**config.mk**
```make
export PLATFORM = sky130hd
export DESIGN_NAME = adc78h90_scanner_flat
export DESIGN_NICKNAME = d
export VERILOG_FILES = /design/src/rtl/adc78h90_scanner_pkg.sv /design/src/rtl/adc78h90_scanner_if.sv /design/src/rtl/adc78h90_scanner_chan_sel.sv /design/src/rtl/adc78h90_scanner.sv /design/src/flat_wrapper.sv
export SDC_FILE = /design/constraint.sdc
export NUM_CORES = 1
export LEC_CHECK = 0
export CORE_MARGIN = 2
export CORE_UTILIZATION = 55
export CTS_CLUSTER_DIAMETER = 100
export CTS_CLUSTER_SIZE = 24
export DETAILED_ROUTE_END_ITERATION = 16
export GPL_TIMING_DRIVEN = 1
export PLACE_DENSITY = 0.83
export SLEW_MARGIN = 20
export SYNTH_ARGS = -nofsm -noshare
export SYNTH_HDL_FRONTEND = slang
export SYNTH_SLANG_ARGS = --single-unit
```
**constraint.sdc**
```tcl
create_clock -name clk -period 6.95 [get_ports clk]
set_clock_uncertainty 0.2 [all_clocks]
set_input_delay 2.085 -clock clk [delete_from_list [all_inputs] [get_ports clk]]
set_output_delay 2.085 -clock clk [all_outputs]
set_load 0.01 [all_outputs]
```
**src/rtl/adc78h90_scanner_pkg.sv**
```systemverilog
// Shared constants, FSM state type and control-word helper for the ADC78H90 scanner.
package adc78h90_scanner_pkg;

    localparam int unsigned ADC78_CH_W       = 3;
    localparam int unsigned ADC78_DATA_W     = 12;
    localparam int unsigned ADC78_FRAME_BITS = 16;

    typedef enum logic [1:0] {
        StIdle  = 2'd0,
        StSetup = 2'd1,
        StShift = 2'd2,
        StGap   = 2'd3
    } state_e;

    // Control word sent MSB first: two don't-care zeros, channel address, then zeros.
    function automatic logic [ADC78_FRAME_BITS-1:0] ctrl_word(input logic [ADC78_CH_W-1:0] add);
        return {2'b00, add, 11'b0};
    endfunction

endpackage

```
**src/rtl/adc78h90_scanner_if.sv**
```systemverilog
// ADC78H90 SPI pins plus the tagged result stream produced by the scanner.
interface adc78h90_scanner_if;
    import adc78h90_scanner_pkg::*;

    logic                    adc_sclk;
    logic                    adc_mosi;
    logic                    adc_miso;
    logic                    adc_cs_n;
    logic [ADC78_DATA_W-1:0] result_data;
    logic [ADC78_CH_W-1:0]   result_chan;
    logic                    result_valid;
    logic                    busy;

    modport master (
        output adc_sclk, adc_mosi, adc_cs_n, result_data, result_chan, result_valid, busy,
        input  adc_miso
    );

    modport slave (
        input  adc_sclk, adc_mosi, adc_cs_n, result_data, result_chan, result_valid, busy,
        output adc_miso
    );

endinterface

```
**src/rtl/adc78h90_scanner_chan_sel.sv**
```systemverilog
// Next enabled channel strictly above cur, wrapping 7->0; returns cur when no other bit is set.
module adc78h90_scanner_chan_sel
    import adc78h90_scanner_pkg::*;
(
    input  logic [7:0]            mask,
    input  logic [ADC78_CH_W-1:0] cur,
    output logic [ADC78_CH_W-1:0] nxt
);

    // Scan downward so the nearest candidate above cur is the last one assigned.
    always_comb begin
        nxt = cur;
        for (int i = 7; i >= 1; i--) begin
            if (mask[cur + 3'(i)]) begin
                nxt = cur + 3'(i);
            end
        end
    end

endmodule

```
**src/rtl/adc78h90_scanner.sv**
```systemverilog
// Autonomous round-robin scan controller for the ADC78H90 8-channel 12-bit SPI ADC.
// Optional build macro ADC78_AVG_EN adds a per-channel IIR average (12.2 state) on results.
module adc78h90_scanner
    import adc78h90_scanner_pkg::*;
#(
    parameter int unsigned CLK_DIV = 4,
    parameter int unsigned CS_IDLE = 8
) (
    input logic                clk,
    input logic                rst,
    input logic                enable,
    input logic [7:0]          chan_mask,
    adc78h90_scanner_if.master bus
);

    localparam logic [15:0] DivLoad = 16'(CLK_DIV - 1);
    localparam logic [15:0] GapLoad = 16'(CS_IDLE - 1);

    state_e                  state;
    logic [15:0]             cnt;
    logic [3:0]              bit_idx;
    logic [ADC78_DATA_W-1:0] shift;
    logic [ADC78_CH_W-1:0]   addr;
    logic [ADC78_CH_W-1:0]   prev_addr;
    logic                    primed;
    logic                    sclk, mosi, cs_n, valid, busy_q;
    logic [ADC78_DATA_W-1:0] res_data;
    logic [ADC78_CH_W-1:0]   res_chan;

    logic [ADC78_CH_W-1:0]   sel_nxt;
    logic [ADC78_CH_W-1:0]   start_chan;
    logic [15:0]             ctrl;
    logic                    go;
    logic                    frame_end;
    logic [ADC78_DATA_W-1:0] out_data;

    adc78h90_scanner_chan_sel u_chan_sel (
        .mask (chan_mask),
        .cur  (addr),
        .nxt  (sel_nxt)
    );

    // Leaving IDLE reuses the pointer if still enabled, otherwise searches upward from it.
    assign start_chan = chan_mask[addr] ? addr : sel_nxt;
    assign go         = enable && (chan_mask != 8'h00);
    assign ctrl       = ctrl_word(addr);
    assign frame_end  = (state == StShift) && (cnt == 16'd0) && sclk && (bit_idx == 4'd0);

`ifdef ADC78_AVG_EN
    logic [13:0] avg [8];
    logic [7:0]  seeded;
    logic [14:0] diff;
    logic [13:0] avg_nxt;
    logic        emit;

    assign emit = frame_end && primed;

    // IIR step for the channel whose sample is completing; first sample seeds the state.
    always_comb begin
        diff    = {1'b0, shift, 2'b00} - {1'b0, avg[prev_addr]};
        avg_nxt = {shift, 2'b00};
        if (seeded[prev_addr]) begin
            avg_nxt = avg[prev_addr] + 14'($signed(diff) >>> 2);
        end
    end

    assign out_data = avg_nxt[13:2];

    // Averaging storage; only the seed flags are reset.
    always_ff @(posedge clk) begin
        if (rst) begin
            seeded <= '0;
        end else if (emit) begin
            avg[prev_addr]    <= avg_nxt;
            seeded[prev_addr] <= 1'b1;
        end
    end
`else
    assign out_data = shift;
`endif

    // Frame sequencer: SCLK divider, MOSI/MISO shifting, result capture and channel rotation.
    always_ff @(posedge clk) begin
        if (rst) begin
            state     <= StIdle;
            cnt       <= '0;
            bit_idx   <= '0;
            shift     <= '0;
            addr      <= '0;
            prev_addr <= '0;
            primed    <= 1'b0;
            sclk      <= 1'b1;
            mosi      <= 1'b0;
            cs_n      <= 1'b1;
            valid     <= 1'b0;
            busy_q    <= 1'b0;
            res_data  <= '0;
            res_chan  <= '0;
        end else begin
            valid <= 1'b0;
            unique case (state)
                StIdle: begin
                    if (go) begin
                        state  <= StSetup;
                        addr   <= start_chan;
                        cs_n   <= 1'b0;
                        mosi   <= ctrl[15];
                        cnt    <= DivLoad;
                        busy_q <= 1'b1;
                    end
                end
                StSetup: begin
                    if (cnt != 16'd0) begin
                        cnt <= cnt - 16'd1;
                    end else begin
                        state   <= StShift;
                        sclk    <= 1'b0;
                        mosi    <= ctrl[15];
                        bit_idx <= 4'(ADC78_FRAME_BITS - 1);
                        cnt     <= DivLoad;
                    end
                end
                StShift: begin
                    if (cnt != 16'd0) begin
                        cnt <= cnt - 16'd1;
                    end else if (!sclk) begin
                        sclk  <= 1'b1;
                        shift <= {shift[ADC78_DATA_W-2:0], bus.adc_miso};
                        cnt   <= DivLoad;
                    end else if (frame_end) begin
                        // This frame's data belongs to the channel addressed one frame earlier.
                        state     <= StGap;
                        cs_n      <= 1'b1;
                        cnt       <= GapLoad;
                        prev_addr <= addr;
                        primed    <= 1'b1;
                        if (primed) begin
                            valid    <= 1'b1;
                            res_data <= out_data;
                            res_chan <= prev_addr;
                        end
                    end else begin
                        sclk    <= 1'b0;
                        mosi    <= ctrl[bit_idx - 4'd1];
                        bit_idx <= bit_idx - 4'd1;
                        cnt     <= DivLoad;
                    end
                end
                StGap: begin
                    if (cnt != 16'd0) begin
                        cnt <= cnt - 16'd1;
                    end else if (go) begin
                        state <= StSetup;
                        addr  <= sel_nxt;
                        cs_n  <= 1'b0;
                        mosi  <= ctrl[15];
                        cnt   <= DivLoad;
                    end else begin
                        state  <= StIdle;
                        busy_q <= 1'b0;
                        primed <= 1'b0;
                    end
                end
                default: state <= StIdle;
            endcase
        end
    end

    assign bus.adc_sclk     = sclk;
    assign bus.adc_mosi     = mosi;
    assign bus.adc_cs_n     = cs_n;
    assign bus.result_data  = res_data;
    assign bus.result_chan  = res_chan;
    assign bus.result_valid = valid;
    assign bus.busy         = busy_q;

endmodule

```
**src/flat_wrapper.sv**
```systemverilog
// flat-port wrapper written by rule: the top's interface ports become plain ports
module adc78h90_scanner_flat import adc78h90_scanner_pkg::*;
#(
    parameter int unsigned CLK_DIV = 4,
    parameter int unsigned CS_IDLE = 8
)
  (clk, rst, enable, chan_mask, bus_adc_sclk, bus_adc_mosi, bus_adc_cs_n, bus_result_data, bus_result_chan, bus_result_valid, bus_busy, bus_adc_miso);
  adc78h90_scanner_if bus_i ();
  input logic clk;
  input logic rst;
  input logic enable;
  input logic [7:0] chan_mask;
  output wire logic [$bits(bus_i.adc_sclk)-1:0] bus_adc_sclk;
  output wire logic [$bits(bus_i.adc_mosi)-1:0] bus_adc_mosi;
  output wire logic [$bits(bus_i.adc_cs_n)-1:0] bus_adc_cs_n;
  output wire logic [$bits(bus_i.result_data)-1:0] bus_result_data;
  output wire logic [$bits(bus_i.result_chan)-1:0] bus_result_chan;
  output wire logic [$bits(bus_i.result_valid)-1:0] bus_result_valid;
  output wire logic [$bits(bus_i.busy)-1:0] bus_busy;
  input wire logic [$bits(bus_i.adc_miso)-1:0] bus_adc_miso;
  assign bus_adc_sclk = bus_i.adc_sclk;
  assign bus_adc_mosi = bus_i.adc_mosi;
  assign bus_adc_cs_n = bus_i.adc_cs_n;
  assign bus_result_data = bus_i.result_data;
  assign bus_result_chan = bus_i.result_chan;
  assign bus_result_valid = bus_i.result_valid;
  assign bus_busy = bus_i.busy;
  assign bus_i.adc_miso = bus_adc_miso;
  adc78h90_scanner #(.CLK_DIV(CLK_DIV), .CS_IDLE(CS_IDLE)) u_core (.clk(clk), .rst(rst), .enable(enable), .chan_mask(chan_mask), .bus(bus_i));
endmodule
```
[Word level (Yosys, flattened, before mapping)]
Cells that the tools add are included.
Word-level totals
  memories kept: 0
  flip-flop bits (word level): 61
  bits of input ports: 12
  logic and storage cells: 147
  bits in latches: 0
  output and inout port bits: 20
  bits in read-only memories: 0
  memory bits (writable): 0
Cells by class
  multiplexer cells: 73
  bitwise logic cells: 4
  reductions and logical operators: 25
  div/mod/pow operators: 0
  $mul: 0
  add/subtract/negate cells: 9
  shifts and indexed selects: 0
  order comparisons: 9
  eq/ne operators: 13
Operators with widths (count)
  $mux 16: 5
  $pmux 16 s4: 1
  $mux 3: 12
  $lt 3x4->1 const B: 8
  $mux 1: 28
  $reduce_and 5->1: 5
  $bmux 1 s3: 8
  $logic_not 16->1: 1
  $mux 4: 4
  $reduce_bool 16->1: 1
  $sub 16x1->16 const B: 1
  $add 3x3->3 const B: 4
  $mux 2: 6
  $ne 2x2->1 const B: 6
  $reduce_and 6->1: 2
  $ne 2x1->1 const B: 4
  $pmux 2 s4: 1
  $pmux 4 s2: 1
  $reduce_and 4->1: 2
  $reduce_bool 8->1: 1
  $add 3x2->3 const B: 2
  $pmux 1 s2: 3
  $pmux 3 s2: 1
  $reduce_and 3->1: 2
  15 further kinds: 24

[Depth between registers and ports, before layout]
Gate-level depths: netlist (run 1).
  word-level depth: 13
  depth in mapped cells: 10
  mapped depth without buffers: 8

[Modules after synthesis]
A second synthesis (run 1) with hierarchy kept.
Unflattened totals
  cells, all modules: 449
  area total of the unflattened synthesis: 3847.4 um^2
By module, submodules not included
  adc78h90_scanner: times used 1, sequential area each 1221.2 um^2, area an instance 3021.6 um^2, cells an instance 362
  adc78h90_scanner_chan_sel: times used 1, sequential area each 0.0 um^2, area an instance 825.8 um^2, cells an instance 87

[Worst setup path before layout (run 1)]
Ideal clock, no wire load.
  kind: input port to flip-flop
  from: input port chan_mask[0]
  to: register u_core.addr[1]
  setup slack: 2.911 ns
  setup time: 0.137 ns
  data required time: 6.613 ns
  stages on the path: 6
  arrival: 3.702 ns
  buffers on the path: 0
  path through: mux4_1 mux2_2 or3_1 a41oi_1 o221a_1 a311oi_1
On the way
  cells in the longest elaborated chain, start to end: 12
  elaborated cells on any way between the ends: 34
  those cells by class: eq/ne (3); mux (28); reduce/logical (3)
Ends and longest elaborated chain
  start, declared: line flat_wrapper.sv:12  | input logic [7:0] chan_mask;
  $bmux 1 s3: line adc78h90_scanner_chan_sel.sv:14  | if (mask[cur + 3'(i)]) begin
  $mux 1 (not written as such): line adc78h90_scanner_chan_sel.sv:14
  $mux 3 (7 in series): line adc78h90_scanner_chan_sel.sv:14
  $mux 3 (on tied branches): line adc78h90_scanner.sv:152, adc78h90_scanner.sv:44
  $mux 3 (on tied branches): line adc78h90_scanner.sv:150, adc78h90_scanner.sv:103
  $pmux 3 s2: line adc78h90_scanner.sv:101  | unique case (state)
  end signal, assigned: line adc78h90_scanner.sv:105  | addr <= start_chan;
  end signal, assigned: line adc78h90_scanner.sv:154  | addr <= sel_nxt;
  end, declared: line adc78h90_scanner.sv:23  | logic [ADC78_CH_W-1:0] addr;
Several ways; a longest one is shown, not always the timed one. The select of a mux whose other input is x is not followed.
A chain may end at the register's enable or synchronous reset.

[Worst setup path in the final report (run 1)]
  from: input port chan_mask[4]
  to: register u_core.addr[1]
The elaborated chain is that of the path after synthesis.

==> flow_metrics.tcl, run 1 <==
set metrics [dict create \
    combinationalPowerShare_pct 57.5 \
    drt_iter0_drc 148 \
    gp_congestion 0.904 \
    maxCapViolations 0 \
    syn_nets 464 \
    hold_viol 0 \
    hp-class "reg2reg" \
    fin_setup_tns_ps 0 \
    power.total_mw 2.13 \
    clk_latency_ps 340 \
    clock-sinks 61 \
    firstDrtPassIters 4 \
    diodes 0 \
    placementRows 30 \
    areaGrowthSynthToFinish_pct 14.9 \
    coreArea_mm2 0.00668 \
    htree_levels 3 \
    post-synth-top-count-cell "nand2_1" \
    startpoint_type "primary input" \
    ioPinCount 32 \
    cp_num_buf_inv 1 \
    switching_share_pct 45.4 \
    intPower_mw 1.16 \
    clkTransAtPathRegs_ps 70 \
    clockRootBuffer "clkbuf_8" \
    setup_violations 0 \
    yosys.cell_types.count 66 \
    post-dp-hpwl_um 5980 \
    synth_area_mm2 0.00374 \
    cp-end-kind "flip-flop" \
    critical_path_required_ps 6940 \
    synthArstFlopShare_pct 0 \
    yosys-top-cells-area "dfxtp_1 33%, a21oi_1 7.9%, nand2_1 6.2%" \
    routedWlPerCell_um 15.2 \
    drc_errors 0 \
    seq_area_frac_synth_pct 32.7 \
    path_cells "clkdlybuf4s50_1 -> mux4_1 -> mux2_2 -> or3_1 -> a41oi_1 -> o221a_1 -> a311oi_1" \
    cts_tree "done" \
    gr-total-overflow 0 \
    max_freq_mhz 226 \
    post_cts_buffers 0 \
    utilization_pct 64.3 \
    route.vias.total 3294 \
    synth_edf_count 0 \
    synth.avg_cell_area_um2 8.46 \
    cts_buffers 9 \
    clockBufferDepth 2 \
    finalCritPeriodShare_pct 63.7 \
    grt_usage_pct 23.8 \
    yosys.area.top_type "dfxtp_1" \
    portBuffers 31 \
    cts_resized 0 \
    initial_core_util_pct 56.0 \
    place_area_mm2 0.00405 \
    antenna_found_initial 0 \
    wl_um 8330 \
    ys.warnings.count 0 \
    grt_max_degree 54 \
    grt_pass1_wl_um 14100 \
    critPathTopFamily "multiplexers" \
    cts_hold_buf 0 \
    max-slew-margin-rel_pct 34.3 \
    p_sw_uw 965 \
    synth-main-ff-cell "dfxtp_1" \
    grt_pass1_vias 3116 \
    nets 484 \
    fin_hold_ws_ps 249 \
    die_h_um 86.5 \
    status "finished, final reports clean" \
    power_frac_clock_pct 17.8 \
    viasPerCell 6.02 \
    critPathMaxStageDelay_ps 680 \
    p_per_area_mw_per_mm2 495 \
    rsz0062_at_grt "false" \
    synth_cells 442 \
    cp_max_fo 7 \
    critPathKind "in2reg" \
    synth-seq-cells 61 \
    fin_area_mm2 0.00430 \
    dieArea_mm2 0.00748 \
    ir_worst_vdd_mv 0.354 \
    worst_slew_pin_slew_ps 984 \
    arrival_ps 4420 \
    drive_gt1_share_pct 10.5 \
    die_w_um 86.5 \
    seqPwrFrac_pct 24.7 \
    synthTopCellsByCount "62 x nand2_1, 61 x dfxtp_1, 59 x a21oi_1" \
    period_needed_ps 4430 \
    slew_violations 0 \
    critPathSlowestCell "mux4_1" \
    power_leakage_nw 1.48 \
    drtAntennaViolNets 0 \
    synth_top_area_share_pct 32.7 \
]
-- stage by stage --
step	instances	worst slack [ps]
2_1_floorplan	442	2910
3_3_place_gp	531	2270
3_5_place_dp	531	2180
4_1_cts	547	2550
5_1_grt	547	2430
6_report	547	2520
-- cell usage in the layout, fill, tap and decap left out, drive strengths merged, types with 5 or more instances in the layout --
| master | instances |
|---|---|
| or4 | 7 |
| clkbuf | 10 |
| dfxtp | 61 |
| mux2i | 15 |
| o21a | 5 |
| nor4 | 5 |
| nor2 | 37 |
| ha | 10 |
| inv | 14 |
| a21oi | 60 |
| nand3 | 23 |
| nand4 | 5 |
| xor2 | 7 |
| nand2 | 62 |
| clkdlybuf4s50 | 30 |
| o21ai | 12 |
| nor3 | 14 |
| mux4 | 10 |
| nand2b | 5 |
-- sequential cells by signal (all words and copies together), names as in the netlist --
name / cells
u_core.bus.adc_sclk: 1
u_core.bus.result_data: 12
u_core.out_data: 12
u_core.cnt: 16
u_core.bus.result_chan: 3
u_core.prev_addr: 3
u_core.addr: 3
u_core.bus.adc_cs_n: 1
u_core.state: 2
u_core.bus.busy: 1
u_core.primed: 1
u_core.bit_idx: 4
u_core.bus.adc_mosi: 1
u_core.bus.result_valid: 1
-- layout make-up --
type                       instances  area, um2
inverter                          14       52.6
sequential                        61       1220
timing repair buffer              32        313
clock inverter                     6        111
fill                             564       2380
multi-input combinational        344       2370
clock buffer                      10        128
tap                               80        100
-- tightest hold or removal path: cells and delay by family, from the launching register on --
kind | cells | cell delay [ps]
AO/OA/AOI/OAI | 1 | 50
flip-flops | 1 | 310
AND/OR/NAND/NOR | 1 | 50
-- power groups by stage --
stage	Combinational, mW	Sequential [mW]	Clock, mW
2_1_floorplan	1.02	0.478	0
3_3_place_gp	1.16	0.527	0
3_5_place_dp	1.21	0.531	0
4_1_cts	1.21	0.524	0.385
5_1_grt	1.34	0.540	0.400
6_report	1.22	0.526	0.378
-- layer usage --
metal / track usage [%] / vias to the layer above / share of wire, %
li1: - / 1655 / -
met4: 11.4 / 0 / 1.9
met2: 40.3 / 80 / 50
met1: 28.6 / 1547 / 44
met5: 0 / - / 0
met3: 5.33 / 12 / 4.3
-- logic make-up after synthesis --
| logic type | Yosys count | synth area share [%] |
|---|---|---|
| multiplexers | 29 | 11.4 |
| flip-flops | 61 | 32.7 |
| XOR/XNOR | 11 | 3.08 |
| AND/OR/NAND/NOR | 184 | 25.4 |
| buffers and inverters | 37 | 4.05 |
| AO/OA/AOI/OAI | 110 | 20.0 |
| adder cells (fa/ha/maj) | 10 | 3.35 |
-- worst paths after layout --
| path | startpoint | endpoint | slack, ps | cells after the start |
|---|---|---|---|---|
| worst min-delay path | u_core.bus.result_data[8] | u_core.bus.result_data[8] | 250 | 2 |
| worst min register to register | u_core.bus.result_data[8] | u_core.bus.result_data[8] | 250 | 2 |
| worst max register to register | u_core.addr[0] | u_core.addr[1] | 3410 | 8 |
| worst max-delay path | chan_mask[4] | u_core.addr[1] | 2520 | 7 |
Power figures use the tool's default switching activity.
==> inputs of run 2 (changes only) <==
Clock period 6.95 ns to 4.13 ns, I/O delays scaled along.
==> flow_metrics.tcl, run 2 (synthesized netlist as in run 1, its figures left out) <==
set metrics [dict create \
    antenna_found_initial 0 \
    power_leakage_nw 1.47 \
    cp-end-kind "flip-flop" \
    placedCellCount 536 \
    cts_buffers 9 \
    cp_num_buf_inv 1 \
    critPathKind "in2reg" \
    cts_resized 0 \
    areaGrowthSynthToFinish_pct 14.1 \
    fin_setup_tns_ps 0 \
    ioPinCount 32 \
    hold_viol 0 \
    critPathTopFamily "multiplexers" \
    grt_max_degree 50 \
    htree_levels 3 \
    status "finished, final reports clean" \
    portBuffers 31 \
    initial_core_util_pct 56.0 \
    drc_errors 0 \
    finalCritPeriodShare_pct 86.5 \
    largest_reg_flops 16 \
    coreArea_mm2 0.00668 \
    clockBufferDepth 2 \
    grt_pass1_vias 3140 \
    diodes 0 \
    post-dp-hpwl_um 5930 \
    critPathSlowestCell "mux4_1" \
    drive_gt1_share_pct 11.4 \
    period_needed_ps 3570 \
    cp_max_fo 7 \
    nets 489 \
    gp_congestion 0.921 \
    p_per_area_mw_per_mm2 802 \
    die_h_um 86.5 \
    rsz0062_at_grt "false" \
    clk_latency_ps 340 \
    drtAntennaViolNets 0 \
    layout_common_cells "62 x nand2_1, 61 x dfxtp_1, 59 x a21oi_1" \
    clockRootBuffer "clkbuf_8" \
    cts_hold_buf 0 \
    worst_slew_pin_slew_ps 761 \
    critical_path_required_ps 4140 \
    drt_iter0_drc 209 \
    path_cells "clkdlybuf4s50_1 -> mux4_1 -> mux2_2 -> or3_1 -> a41oi_1 -> o221a_1 -> a311oi_1" \
    layout.cells.non_filler 552 \
    route.vias.total 3436 \
    setup_violations 0 \
    slew_violations 0 \
    viasPerCell 6.22 \
    top_register "u_core.cnt" \
    cts_tree "done" \
    wl_um 8320 \
    placementRows 30 \
    firstDrtPassIters 5 \
    arrival_ps 3580 \
    die_w_um 86.5 \
    layout_commonest_cell "nand2_1" \
    max-slew-margin-rel_pct 49.2 \
    clkTransAtPathRegs_ps 70 \
    gr-total-overflow 0 \
    dieArea_mm2 0.00748 \
    startpoint_type "primary input" \
    post_cts_buffers 0 \
    grt_usage_pct 23.7 \
    routedWlPerCell_um 15.1 \
    max_freq_mhz 280 \
    grt_pass1_wl_um 14200 \
    ir_worst_vdd_mv 0.658 \
    critPathMaxStageDelay_ps 690 \
    hp-class "reg2reg" \
    maxCapViolations 0 \
    clock-sinks 61 \
]
run 2: cell type report:
class	count	area, um2
Fill cell	564	2410
Multi-Input combinational cell	344	2370
Sequential cell	61	1220
Timing Repair Buffer	37	350
Clock buffer	10	138
Tap cell	80	100
Inverter	14	52.6
Clock inverter	6	38.8
run 2: worst paths after layout:
path | cells past startpoint | endpoint | start | slack (ps)
max | 7 | u_core.addr[1] | chan_mask[0] | 560
min | 2 | u_core.bus.result_data[4] | u_core.bus.result_data[4] | 250
max reg2reg | 9 | u_core.addr[1] | u_core.addr[0] | 1010
min reg2reg | 2 | u_core.bus.result_data[4] | u_core.bus.result_data[4] | 250
run 2: tightest hold or removal path, cell delays in order, from the launching register on:
cell	delay, ps
dfxtp_1	310
nand2_1	50
a21oi_1	50
run 2: per-layer routing:
layer	vias to the layer above	wire length, um	part of all wire, %	GRT usage, %
met5	-	0	0	0
met4	0	122	1.5	8.52
met3	15	447	5.4	6.48
met2	116	4080	49	39.0
met1	1642	3670	44	29.8
li1	1663	-	-	-
run 2: stage by stage:
step / total power, mW / setup WS [ps] / hold slack, ps / utilization, % / instance area [um2]
2_1_floorplan: 2.52 / 925 / 232 / - / 3740
3_3_place_gp: 2.85 / 328 / 238 / 61.2 / 4090
3_5_place_dp: 2.93 / 232 / 245 / 61.2 / 4090
4_1_cts: 3.41 / 599 / 253 / 63.9 / 4270
5_1_grt: 3.70 / 465 / 270 / 63.9 / 4270
6_report: 3.42 / 558 / 251 / 63.9 / 4270
run 2: report_power, final:
| part | internal, mW | total (mW) | switching [mW] |
|---|---|---|---|
| clock network | 0.231 | 0.466 | 0.235 |
| registers | 0.693 | 0.852 | 0.159 |
| logic | 0.873 | 2.11 | 1.23 |
| total | 1.80 | 3.42 | 1.63 |
==> inputs of run 3 (changes only) <==
==> constraint.sdc (replaced) <==
create_clock -name clk -period 4.13 [get_ports clk]
set_clock_uncertainty 0.2 [all_clocks]
set_input_delay 0.413 -clock clk [delete_from_list [all_inputs] [get_ports clk]]
set_output_delay 0.413 -clock clk [all_outputs]
set_load 0.01 [all_outputs]
==> flow_metrics.tcl, run 3 (synthesized netlist as in run 1, its figures left out) <==
set metrics [dict create \
    layout_commonest_cell "nand2_1" \
    n_fill_cell 578 \
    top_register "u_core.cnt" \
    layout_common_cells "62 x nand2_1, 61 x dfxtp_1, 59 x a21oi_1" \
    ioPinCount 32 \
    drtAntennaViolNets 0 \
    utilization_pct 63.6 \
    cts_resized 0 \
    critPathKind "reg2reg" \
    critPathMaxStageDelay_ps 670 \
    cp-end-kind "flip-flop" \
    gr-total-overflow 0 \
    antenna_found_initial 0 \
    fin_setup_tns_ps 0 \
    nets 488 \
    clockRootBuffer "clkbuf_8" \
    drc_errors 0 \
    ir_worst_vdd_mv 0.564 \
    diodes 0 \
    placementRows 30 \
    gp_congestion 0.937 \
    startpoint_type "flip-flop" \
    max_freq_mhz 295 \
    grt_usage_pct 23.6 \
    setup_violations 0 \
    clk_latency_ps 340 \
    arrival_ps 3380 \
    path_cells "inv_1 -> ha_1 -> mux4_1 -> mux2_2 -> or3_1 -> a41oi_1 -> o221a_1 -> a311oi_1" \
    power_leakage_nw 1.46 \
    route.vias.total 3395 \
    critPathSlowestCell "dfxtp_1" \
    max-slew-margin-rel_pct 39.0 \
    die_h_um 86.5 \
    portBuffers 31 \
    drive_gt1_share_pct 10.9 \
    place_area_mm2 0.00408 \
    fin_area_mm2 0.00425 \
    post-dp-hpwl_um 5880 \
    worst_slew_pin_slew_ps 916 \
    grt_pass1_vias 3117 \
    grt_pass1_wl_um 14200 \
    initial_core_util_pct 56.0 \
    hold_viol 0 \
    clkTransAtPathRegs_ps 70 \
    slew_violations 0 \
    firstDrtPassIters 5 \
    critical_path_required_ps 4120 \
    clock-sinks 61 \
    cts_tree "done" \
    coreArea_mm2 0.00668 \
    hp-class "reg2reg" \
    finalCritPeriodShare_pct 82.0 \
    status "finished, final reports clean" \
    die_w_um 86.5 \
    cts_buffers 9 \
    post_cts_buffers 0 \
    placedCellCount 535 \
    clockBufferDepth 2 \
    grt_max_degree 54 \
    htree_levels 3 \
    fin_hold_ws_ps 250 \
    routedWlPerCell_um 15.0 \
    dieArea_mm2 0.00748 \
    layout.cells.non_filler 550 \
    wl_um 8240 \
    rsz0062_at_grt "false" \
    areaGrowthSynthToFinish_pct 13.7 \
    p_per_area_mw_per_mm2 809 \
    cts_hold_buf 0 \
    largest_reg_flops 16 \
    cp_max_fo 13 \
    period_needed_ps 3390 \
    maxCapViolations 0 \
    drt_iter0_drc 244 \
    viasPerCell 6.17 \
]
==> run 3: where the power goes <==
| group | switching [mW] | internal (mW) |
|---|---|---|
| Sequential | 0.167 | 0.694 |
| Combinational | 1.23 | 0.893 |
| Clock | 0.228 | 0.228 |
| Total | 1.62 | 1.82 |
==> run 3: per-stage QoR <==
stage | worst slack, ps | total power, mW
after global placement | 912 | 2.89
after global routing | 452 | 3.72
after detailed placement | 759 | 2.95
after CTS | 758 | 3.42
final | 743 | 3.44
after floorplan | 925 | 2.52
==> run 3: final cells by class <==
| cell class | count | area [um2] | area share [%] |
|---|---|---|---|
| Multi-Input combinational cell | 344 | 2370 | 55.7 |
| Sequential cell | 61 | 1220 | 28.7 |
| Timing Repair Buffer | 36 | 343 | 8.07 |
| Clock buffer | 11 | 141 | 3.33 |
| Tap cell | 80 | 100 | 2.36 |
| Inverter | 14 | 52.6 | 1.24 |
| Clock inverter | 4 | 25.0 | 0.589 |
==> run 3: critical path: cells and delay by family (launching register included) <==
family | cells | cell delay [ps]
AOI/OAI and AO/OA | 3 | 480
adders and majority gates | 1 | 520
buffers and inverters | 1 | 240
DFF | 1 | 670
muxes | 2 | 810
and+or+nand+nor | 1 | 310
==> run 3: per-layer routing <==
metal | up-vias | global-route usage (%) | routed length (um)
met2 | 100 | 37.7 | 3890
met3 | 19 | 4.57 | 376
met1 | 1615 | 32.0 | 3830
met5 | - | 0 | 0
li1 | 1661 | - | -
met4 | 0 | 8.52 | 134
==> run 3: path summary, 6_finish.rpt <==
check        depth (start not counted)                         to                      start  slack (ps)
max                                  8             u_core.addr[1]             u_core.addr[0]         740
min reg2reg                          2  u_core.bus.result_data[9]  u_core.bus.result_data[9]         250
max reg2reg                          8             u_core.addr[1]             u_core.addr[0]         740
min                                  2  u_core.bus.result_data[9]  u_core.bus.result_data[9]         250
